[config.mk]
export PLATFORM = sky130hd
export DESIGN_NAME = instr_splitter
export DESIGN_NICKNAME = d
export VERILOG_FILES = /design/src/rtl/instr_splitter.sv
export SDC_FILE = /design/constraint.sdc
export NUM_CORES = 1
export LEC_CHECK = 0
export ABC_AREA = 1
export CORE_ASPECT_RATIO = 0.9
export CORE_MARGIN = 2
export CORE_UTILIZATION = 42
export DETAILED_ROUTE_END_ITERATION = 7
export GPL_ROUTABILITY_DRIVEN = 1
export HOLD_SLACK_MARGIN = 0.06
export PLACE_DENSITY = 0.87
export SYNTH_ARGS = -nofsm -noshare
export SYNTH_HDL_FRONTEND = slang
export SYNTH_SLANG_ARGS = --single-unit
[constraint.sdc]
create_clock -name clk -period 2.9 [get_ports clk]
set_input_delay 0.435 -clock clk [delete_from_list [all_inputs] [get_ports clk]]
set_output_delay 0.435 -clock clk [all_outputs]
set_load 0.02 [all_outputs]
[src/rtl/instr_splitter.sv]
// Registered instruction-split stage feeding the immediate extender: one-entry valid/ready
// register, field slicing, EOp decode and delivered-instruction counter. Optional: SPLIT_ILLEGAL_EN.
module instr_splitter #(
    parameter int CNT_W = 16
) (
    input  logic             clk,
    input  logic             reset,
    input  logic             in_valid,
    output logic             in_ready,
    input  logic [31:0]      instr,
    input  logic             flush,
    output logic             out_valid,
    input  logic             out_ready,
    output logic [5:0]       opcode,
    output logic [4:0]       rs,
    output logic [4:0]       rt,
    output logic [4:0]       rd,
    output logic [4:0]       shamt,
    output logic [5:0]       funct,
    output logic [15:0]      imm16,
    output logic [25:0]      jaddr,
    output logic [1:0]       EOp,
    output logic [CNT_W-1:0] instr_cnt
`ifdef SPLIT_ILLEGAL_EN
    ,
    output logic             illegal
`endif
);

    logic [31:0] word_q;
    logic [1:0]  eop_q;
    logic        valid_q;
    logic [CNT_W-1:0] cnt_q;
    logic        load;
    logic        xfer;

    function automatic logic [1:0] eop_decode(input logic [5:0] op);
        logic [1:0] e;
        case (op)
            6'b001100, 6'b001101: e = 2'b01;
            6'b001111:            e = 2'b10;
            6'b000100, 6'b000101: e = 2'b11;
            default:              e = 2'b00;
        endcase
        return e;
    endfunction

`ifdef SPLIT_ILLEGAL_EN
    logic illegal_q;

    function automatic logic illegal_decode(input logic [31:0] w);
        logic bad;
        case (w[31:26])
            6'b000000: begin
                case (w[5:0])
                    6'b100000, 6'b100001, 6'b100010, 6'b100011, 6'b100100,
                    6'b100101, 6'b101010, 6'b000000, 6'b001000: bad = 1'b0;
                    default: bad = 1'b1;
                endcase
            end
            6'b000010, 6'b000011, 6'b000100, 6'b000101, 6'b001000, 6'b001001,
            6'b001100, 6'b001101, 6'b001111, 6'b100011, 6'b101011: bad = 1'b0;
            default: bad = 1'b1;
        endcase
        return bad;
    endfunction

    always_ff @(posedge clk) begin
        if (reset)
            illegal_q <= 1'b0;
        else if (load)
            illegal_q <= illegal_decode(instr);
    end

    assign illegal = illegal_q;
`endif

    assign in_ready = ~valid_q | out_ready;
    assign xfer     = valid_q & out_ready;
    assign load     = in_valid & in_ready & ~flush;

    // Flush wins over load, but a transfer in the flush cycle still completes and is counted.
    always_ff @(posedge clk) begin
        if (reset) begin
            valid_q <= 1'b0;
            word_q  <= '0;
            eop_q   <= 2'b00;
            cnt_q   <= '0;
        end else begin
            if (flush)
                valid_q <= 1'b0;
            else if (load)
                valid_q <= 1'b1;
            else if (xfer)
                valid_q <= 1'b0;

            if (load) begin
                word_q <= instr;
                eop_q  <= eop_decode(instr[31:26]);
            end

            if (xfer)
                cnt_q <= cnt_q + 1'b1;
        end
    end

    assign out_valid = valid_q;
    assign opcode    = word_q[31:26];
    assign rs        = word_q[25:21];
    assign rt        = word_q[20:16];
    assign rd        = word_q[15:11];
    assign shamt     = word_q[10:6];
    assign funct     = word_q[5:0];
    assign imm16     = word_q[15:0];
    assign jaddr     = word_q[25:0];
    assign EOp       = eop_q;
    assign instr_cnt = cnt_q;

endmodule

Word level (Yosys, flattened, before mapping)

Cells that the tools add are included.

$add $sub $neg: 1
Equality and inequality tests: 5
Mux-type cells: 3
Bitwise operators: 6
Reduce and logical (&&, ||, !) cells: 4

Operator list:

| cell                                                | number |
|---|---|
| equality test 6 x 4 -> 1 bit, second input constant | 3 |
| adder 16 x 1 -> 16 bit, second input constant       | 1 |
| equality test 6 x 3 -> 1 bit, second input constant | 2 |
| one-hot mux 2 bit (3 select lines)                  | 1 |
| OR reduction 2 bit                                  | 3 |
| AND 1 bit                                           | 3 |
| 2-to-1 mux 1 bit                                    | 2 |
| NOT 1 bit                                           | 2 |
| nonzero test 2 bit                                  | 1 |
| OR 1 bit                                            | 1 |

Flip-flop bits (word level): 51

Depth between registers and ports, before layout

Gate-level depths: netlist of run 1.

Depth after elaboration: 5
Mapped depth: 8
Depth with buffers taken out: 8

Worst setup path before layout of run 1

No wires, ideal clock.

Path kind: reg2reg
Start point: register cnt_q[0], in the netlist instr_cnt[0]
End point: register cnt_q[12], in the netlist instr_cnt[12]
Library setup time: 113 ps
Arrival time: 1223 ps
Data required time: 2787 ps
Slack: 1564 ps
Cell stages (with the launch flop): 7
Cell sequence: dfxtp_1 > ha_1 > nand3_1 > nor2_2 > nand4_1 > nor2_1 > nor2_1

Longest elaborated chain between the ends: 1

RTL lines:

| element                | line | source |
|---|---|---|
| start, declared        | 33   | `logic [CNT_W-1:0] cnt_q;` |
| start signal, assigned | 103  | `cnt_q <= cnt_q + 1'b1;` |
| adder 16 x 1 -> 16 bit | 103  |  |

Every way passes these cells.
A chain may end at the register's enable or synchronous reset.

Worst setup path in the final report of run 1

Start point: input out_ready
End point: output in_ready

Longest elaborated chain between the ends: 1

RTL lines:

| element         | line | source |
|---|---|---|
| start, declared | 13   | `input logic out_ready,` |
| OR 1 bit        | 78   | `assign in_ready = ~valid_q \| out_ready;` |
| end, declared   | 9    | `output logic in_ready,` |

Every way passes these cells.

==> results.json, run 1 <==
{
  "outcome": "completed",
  "dp_hpwl_mm": 4.47,
  "syn_area_sq_um": 2360,
  "synth_top_family_by_area": "simple AND/OR/NAND/NOR gates",
  "syn-num-nets": 361,
  "synth_fa_ha_area_frac": 0.00531,
  "dr_total_vias": 2278,
  "hold_viol_final": 0,
  "grtUsageTotal": 0.194,
  "netlist_top_cells_count": "nor2_1, dfxtp_1, buf_4, nand2_1, o21ai_1",
  "end_kind": "primary output",
  "nNetsFinal": 447,
  "max_stage_delay_ps": 610,
  "antenna_left": 0,
  "ir_drop_mv": 0.297,
  "maxCapViolCount": 0,
  "yosysWarnings": 0,
  "antennaDiodeCount": 0,
  "dieArea_sq_um": 6230,
  "yosys_most_used_dff": "dfxtp_1",
  "gp_congestion": 0.851,
  "synth_edf_count": 0,
  "fin_hold_ws_ps": 469,
  "routedWlPerCell_microns": 12.5,
  "start_util": 0.441,
  "gr-total-overflow": 0,
  "register_area_sq_um": 1020,
  "coreArea_sq_um": 5350,
  "path_clk_slew_ps": 90,
  "cellPowerDensity_nw_per_um2": 481,
  "post-synth-top-area-cell": "dfxtp_1",
  "cp-start-kind": "primary input",
  "ys_seq_area_frac": 0.433,
  "ios": 131,
  "path_class": "primary input to primary output",
  "slew-limit-headroom": 0.546,
  "hold_buffers": 0,
  "rr_endpoint": "instr_cnt[10]",
  "crit_top_cell": "clkdlybuf4s50_1",
  "routed_wl_mm": 5.96,
  "p_leak_nw": 1.34,
  "synthDistinctLibCells": 23,
  "finalSetupTns_ps": 0,
  "syn_inst": 323,
  "numCtsBuffers": 5,
  "fp.dieH_microns": 75.1,
  "r2r_setup_slack_ps": 1480,
  "netlist.area_leader.share": 0.433,
  "p_total_mw": 1.69,
  "clock_sinks": 51,
  "cts_root_buf": "clkbuf_8",
  "drive_gt1_frac": 0.0463,
  "slowest_stage": "clkdlybuf4s50_1",
  "min_to": "EOp[1]",
  "drc": 0,
  "cts_htree_levels": 2,
  "dieWidth_microns": 83.0,
  "synth-compound-area-share": 0.117,
  "ys_ff_latch": 51,
  "antenna_found_initial": 0,
  "finalClockSkew_ps": 6.45,
  "min_period_over_period": 0.752,
  "synth_simple_gate_area_frac": 0.247,
  "post_cts_buffers": 0,
  "r2r-start": "instr_cnt[0]",
  "hold_depth": 2,
  "synth_mux_area_frac": 0,
  "hold_class": "flip-flop to flip-flop",
  "crit_family": "buffers and inverters",
  "cts_tree": "done",
  "cts.repair.resized": 0,
  "vias_per_cell": 4.78,
  "numPortBuffers": 130,
  "max_slew.worst_pin.slew_ps": 680,
  "synth_most_common_cell": "nor2_1",
  "num_rows": 25,
  "drtIter0Drc": 75,
  "synth_xor_area_frac": 0.00372,
  "crit_arrival_ps": 1750,
  "crit_path_max_fanout": 5,
  "r2r_cells": 7,
  "firstDrtPassIters": 4,
  "path_cells": "clkdlybuf4s50_1 > inv_2 > nand2_2 > clkdlybuf4s50_1",
  "rsz0062_at_grt": "false",
  "synthTopCellsByArea": "dfxtp_1, buf_4, nor2_1, o21ai_1, nand2_1",
  "synthToLayoutAreaGrowth_pct": 49.3,
  "timing.fmax_mhz": 458,
  "cp.required_ps": 2470,
  "grt_max_degree": 46,
  "syn_avg_cell_area_sq_um": 7.30,
  "utilization": 0.658,
  "maxSlewViolCount": 0,
  "fillCellCount": 459,
  "min_period_ps": 2180,
  "cts_buffer_depth": 2,
  "setup_viol": 0,
  "min_from": "EOp[1]",
  "multiInputGateArea_sq_um": 878,
  "async_flop_share": 0,
  "grt_pass1_wl_mm": 9.83,
  "grt_pass1_vias": 2053,
  "clk_latency_ps": 300,
  "critPathBufInv": 3
}
-- per-stage QoR --
stage               setup WS, ps  std cells  area (sq um)
floorplan                   1560        323          2360
global placement             743        469          3380
detailed placement           728        469          3380
CTS                          719        477          3520
global route                 649        477          3520
finish                       719        477          3520
-- cells by family (layout without fill, tap and decap cells) --
group,count (synthesis),after routing
buffers and inverters,76,163
xor gates and xnor gates,1,1
and+or+nand+nor,141,141
DFF,51,51
adders and majority gates,1,1
AOI/OAI and AO/OA,53,53
-- flip-flops by register name, indices dropped and copies added (netlist names) --
register and count:
instr_cnt 16, word_q 32, EOp 2, out_valid 1
-- placed cells by master, fill, tap and decap left out --
master and count:
nor2_1 80, nand2_2 1, inv_1 21, o21bai_1 1, o21ai_0 8, nor3_2 1, nand3b_2 1, inv_2 3
buf_4 1, nor3_1 2, bufinv_16 2, nand2_1 38, ha_1 1, clkdlybuf4s50_1 130, dfxtp_1 51, o21ai_1 30
nand3_1 9, clkinvlp_4 1, xor2_1 1, a211oi_2 1, nor2_2 3, nand4_1 6, clkbuf_8 5, a21oi_1 13
-- layer usage --
layer / wire, microns / track usage / vias to the layer above
met5: 0 / 0 / -
met4: 90 / 0.0565 / 0
li1: - / - / 1157
met2: 2940 / 0.358 / 91
met3: 350 / 0.0461 / 6
met1: 2580 / 0.229 / 1024
-- worst max path at each step --
| stage | cells after the start | to | slack [ps] | start |
|---|---|---|---|---|
| 2_1_floorplan | 6 | instr_cnt[12] | 1560 | instr_cnt[0] |
| 3_3_place_gp | 4 | in_ready | 740 | out_ready |
| 3_5_place_dp | 4 | in_ready | 730 | out_ready |
| 4_1_cts | 4 | in_ready | 720 | out_ready |
| 5_1_grt | 4 | in_ready | 650 | out_ready |
| 6_report | 4 | in_ready | 720 | out_ready |
-- worst reg2reg max path, stage by stage (launching register included) --
cell and delay, ps:
dfxtp_1 420, ha_1 180, nand3_1 160, nor3_2 290
nand2_1 120, nand2_1 70, nand2_1 40, nor2_1 90
-- power breakdown --
group | switching [mW] | leakage (nW) | internal (mW)
clock | 0.236 | 0.0644 | 0.344
combinational | 0.174 | 0.857 | 0.181
sequential | 0.0269 | 0.417 | 0.731
-- cell type report --
| class | instances | area share |
|---|---|---|
| multi-input cells | 196 | 0.250 |
| repair buffers | 131 | 0.372 |
| clock inverters | 3 | 0.0192 |
| flip-flops and latches | 51 | 0.290 |
| well taps | 67 | 0.0238 |
| clock buffers | 5 | 0.0196 |
| inverters | 24 | 0.0256 |
No activity file was read; power rests on OpenSTA's default activity.
==> inputs of run 2 (changes only) <==
- CORE_UTILIZATION: 42 -> 35
- PLACE_DENSITY: 0.87 -> 0.78
- clock period: 2.9 -> 1.8 ns (I/O delays scaled with it)
==> run 2 against run 1 <==
Net effect:
- sequential power is 61% higher
- critical path depth stayed put
- first-iteration DRC count is 35% lower
- critical endpoint unchanged
- largest power group unchanged
==> results.json, run 2 (synthesized netlist as in run 1, its figures left out) <==
{
  "grt_max_degree": 46,
  "rr_endpoint": "instr_cnt[10]",
  "dr_total_vias": 2267,
  "utilization": 0.546,
  "fp.dieH_microns": 81.9,
  "max_slew.worst_pin.slew_ps": 693,
  "hold_buffers": 0,
  "drc": 0,
  "routed_wl_mm": 5.90,
  "outcome": "completed",
  "maxSlewViolCount": 0,
  "ir_drop_mv": 0.290,
  "post_cts_buffers": 0,
  "gr-total-overflow": 0,
  "max_stage_delay_ps": 600,
  "setup_viol": 0,
  "antennaDiodeCount": 0,
  "synthToLayoutAreaGrowth_pct": 51.7,
  "cts.repair.resized": 0,
  "num_rows": 28,
  "hold_depth": 2,
  "numCtsBuffers": 5,
  "slowest_stage": "clkdlybuf4s50_1",
  "numPortBuffers": 130,
  "mostFrequentLayoutCells": "clkdlybuf4s50_1, nor2_1, dfxtp_1",
  "antenna_found_initial": 0,
  "end_kind": "primary output",
  "routedWlPerCell_microns": 11.7,
  "crit_top_cell": "clkdlybuf4s50_1",
  "start_util": 0.360,
  "antenna_left": 0,
  "cts_tree": "done",
  "crit_arrival_ps": 1460,
  "fillCellCount": 641,
  "firstDrtPassIters": 4,
  "min_from": "word_q[28]",
  "path_clk_slew_ps": 90,
  "maxCapViolCount": 0,
  "largest-register": "word_q",
  "p_leak_nw": 1.36,
  "slew-limit-headroom": 0.537,
  "r2r-start": "instr_cnt[0]",
  "finalSetupTns_ps": 0,
  "hold_viol_final": 0,
  "p_total_mw": 2.50,
  "drive_gt1_frac": 0.0577,
  "grt_pass1_wl_mm": 9.32,
  "dp_hpwl_mm": 4.53,
  "coreArea_sq_um": 6550,
  "place_area_sq_um": 3480,
  "r2r_cells": 7,
  "dieWidth_microns": 90.5,
  "min_period_over_period": 0.963,
  "nNetsFinal": 453,
  "crit_path_max_fanout": 2,
  "timing.fmax_mhz": 577,
  "dieArea_sq_um": 7410,
  "r2r_setup_slack_ps": 420,
  "fin_hold_ws_ps": 467,
  "cp-start-kind": "primary input",
  "min_to": "word_q[28]",
  "grt_pass1_vias": 1973,
  "largest_register_ff_count": 32,
  "cellPowerDensity_nw_per_um2": 700,
  "drtIter0Drc": 49,
  "cts_htree_levels": 2,
  "rsz0062_at_grt": "false",
  "cp.required_ps": 1530,
  "min_period_ps": 1730,
  "hold_class": "flip-flop to flip-flop",
  "cts_root_buf": "clkbuf_8",
  "cts_buffer_depth": 2,
  "gp_congestion": 0.810,
  "critPathBufInv": 3,
  "vias_per_cell": 4.48,
  "grtUsageTotal": 0.157,
  "stdcell_area_sq_um": 3580,
  "path_class": "primary input to primary output",
  "crit_family": "buffers and inverters",
  "path_cells": "clkdlybuf4s50_1 > inv_2 > nand2_2 > clkdlybuf4s50_1",
  "final_common_cell": "clkdlybuf4s50_1",
  "finalClockSkew_ps": 6.71,
  "clock_sinks": 51,
  "ios": 131,
  "clk_latency_ps": 300
}
-- run 2: worst max path at each step --
stage                  from            end  depth (start not counted)  slack (ps)
3_5_place_dp      out_ready       in_ready                          4          60
3_3_place_gp      out_ready       in_ready                          4          80
5_1_grt           out_ready       in_ready                          4           5
6_report          out_ready       in_ready                          4          70
2_1_floorplan  instr_cnt[0]  instr_cnt[12]                          6         460
4_1_cts           out_ready       in_ready                          4          60
-- run 2: cell type report --
cell class / count / area (sq um) / area share
clock buffers: 7 / 86.3 / 0.0241
clock inverters: 1 / 8.76 / 0.00245
inverters: 24 / 90.1 / 0.0252
multi-input cells: 196 / 878 / 0.246
flip-flops and latches: 51 / 1020 / 0.286
well taps: 90 / 113 / 0.0315
repair buffers: 137 / 1380 / 0.386
-- run 2: power by group --
group / switching [mW] / internal (mW)
Sequential: 0.0406 / 1.18
Clock: 0.379 / 0.316
Combinational: 0.283 / 0.305
Total: 0.702 / 1.80
-- run 2: worst register-to-register path: stages (launching register included) --
cell and delay [ps]:
dfxtp_1 410, ha_1 170, nand3_1 160, nor3_2 250, nand2_1 120, nand2_1 70, nand2_1 40, nor2_1 100
-- run 2: through the flow --
stage	std cells	setup WS [ps]
2_1_floorplan	323	464
3_3_place_gp	498	78.0
3_5_place_dp	498	61.9
4_1_cts	506	55.5
5_1_grt	506	5.29
6_report	506	66.2
-- run 2: metal layers --
layer | GRT usage | vias to the layer above | wire (microns)
li1 | - | 1169 | -
met5 | 0 | - | 0
met3 | 0.0413 | 2 | 398
met1 | 0.190 | 1007 | 2600
met2 | 0.275 | 89 | 2860
met4 | 0.0508 | 0 | 41
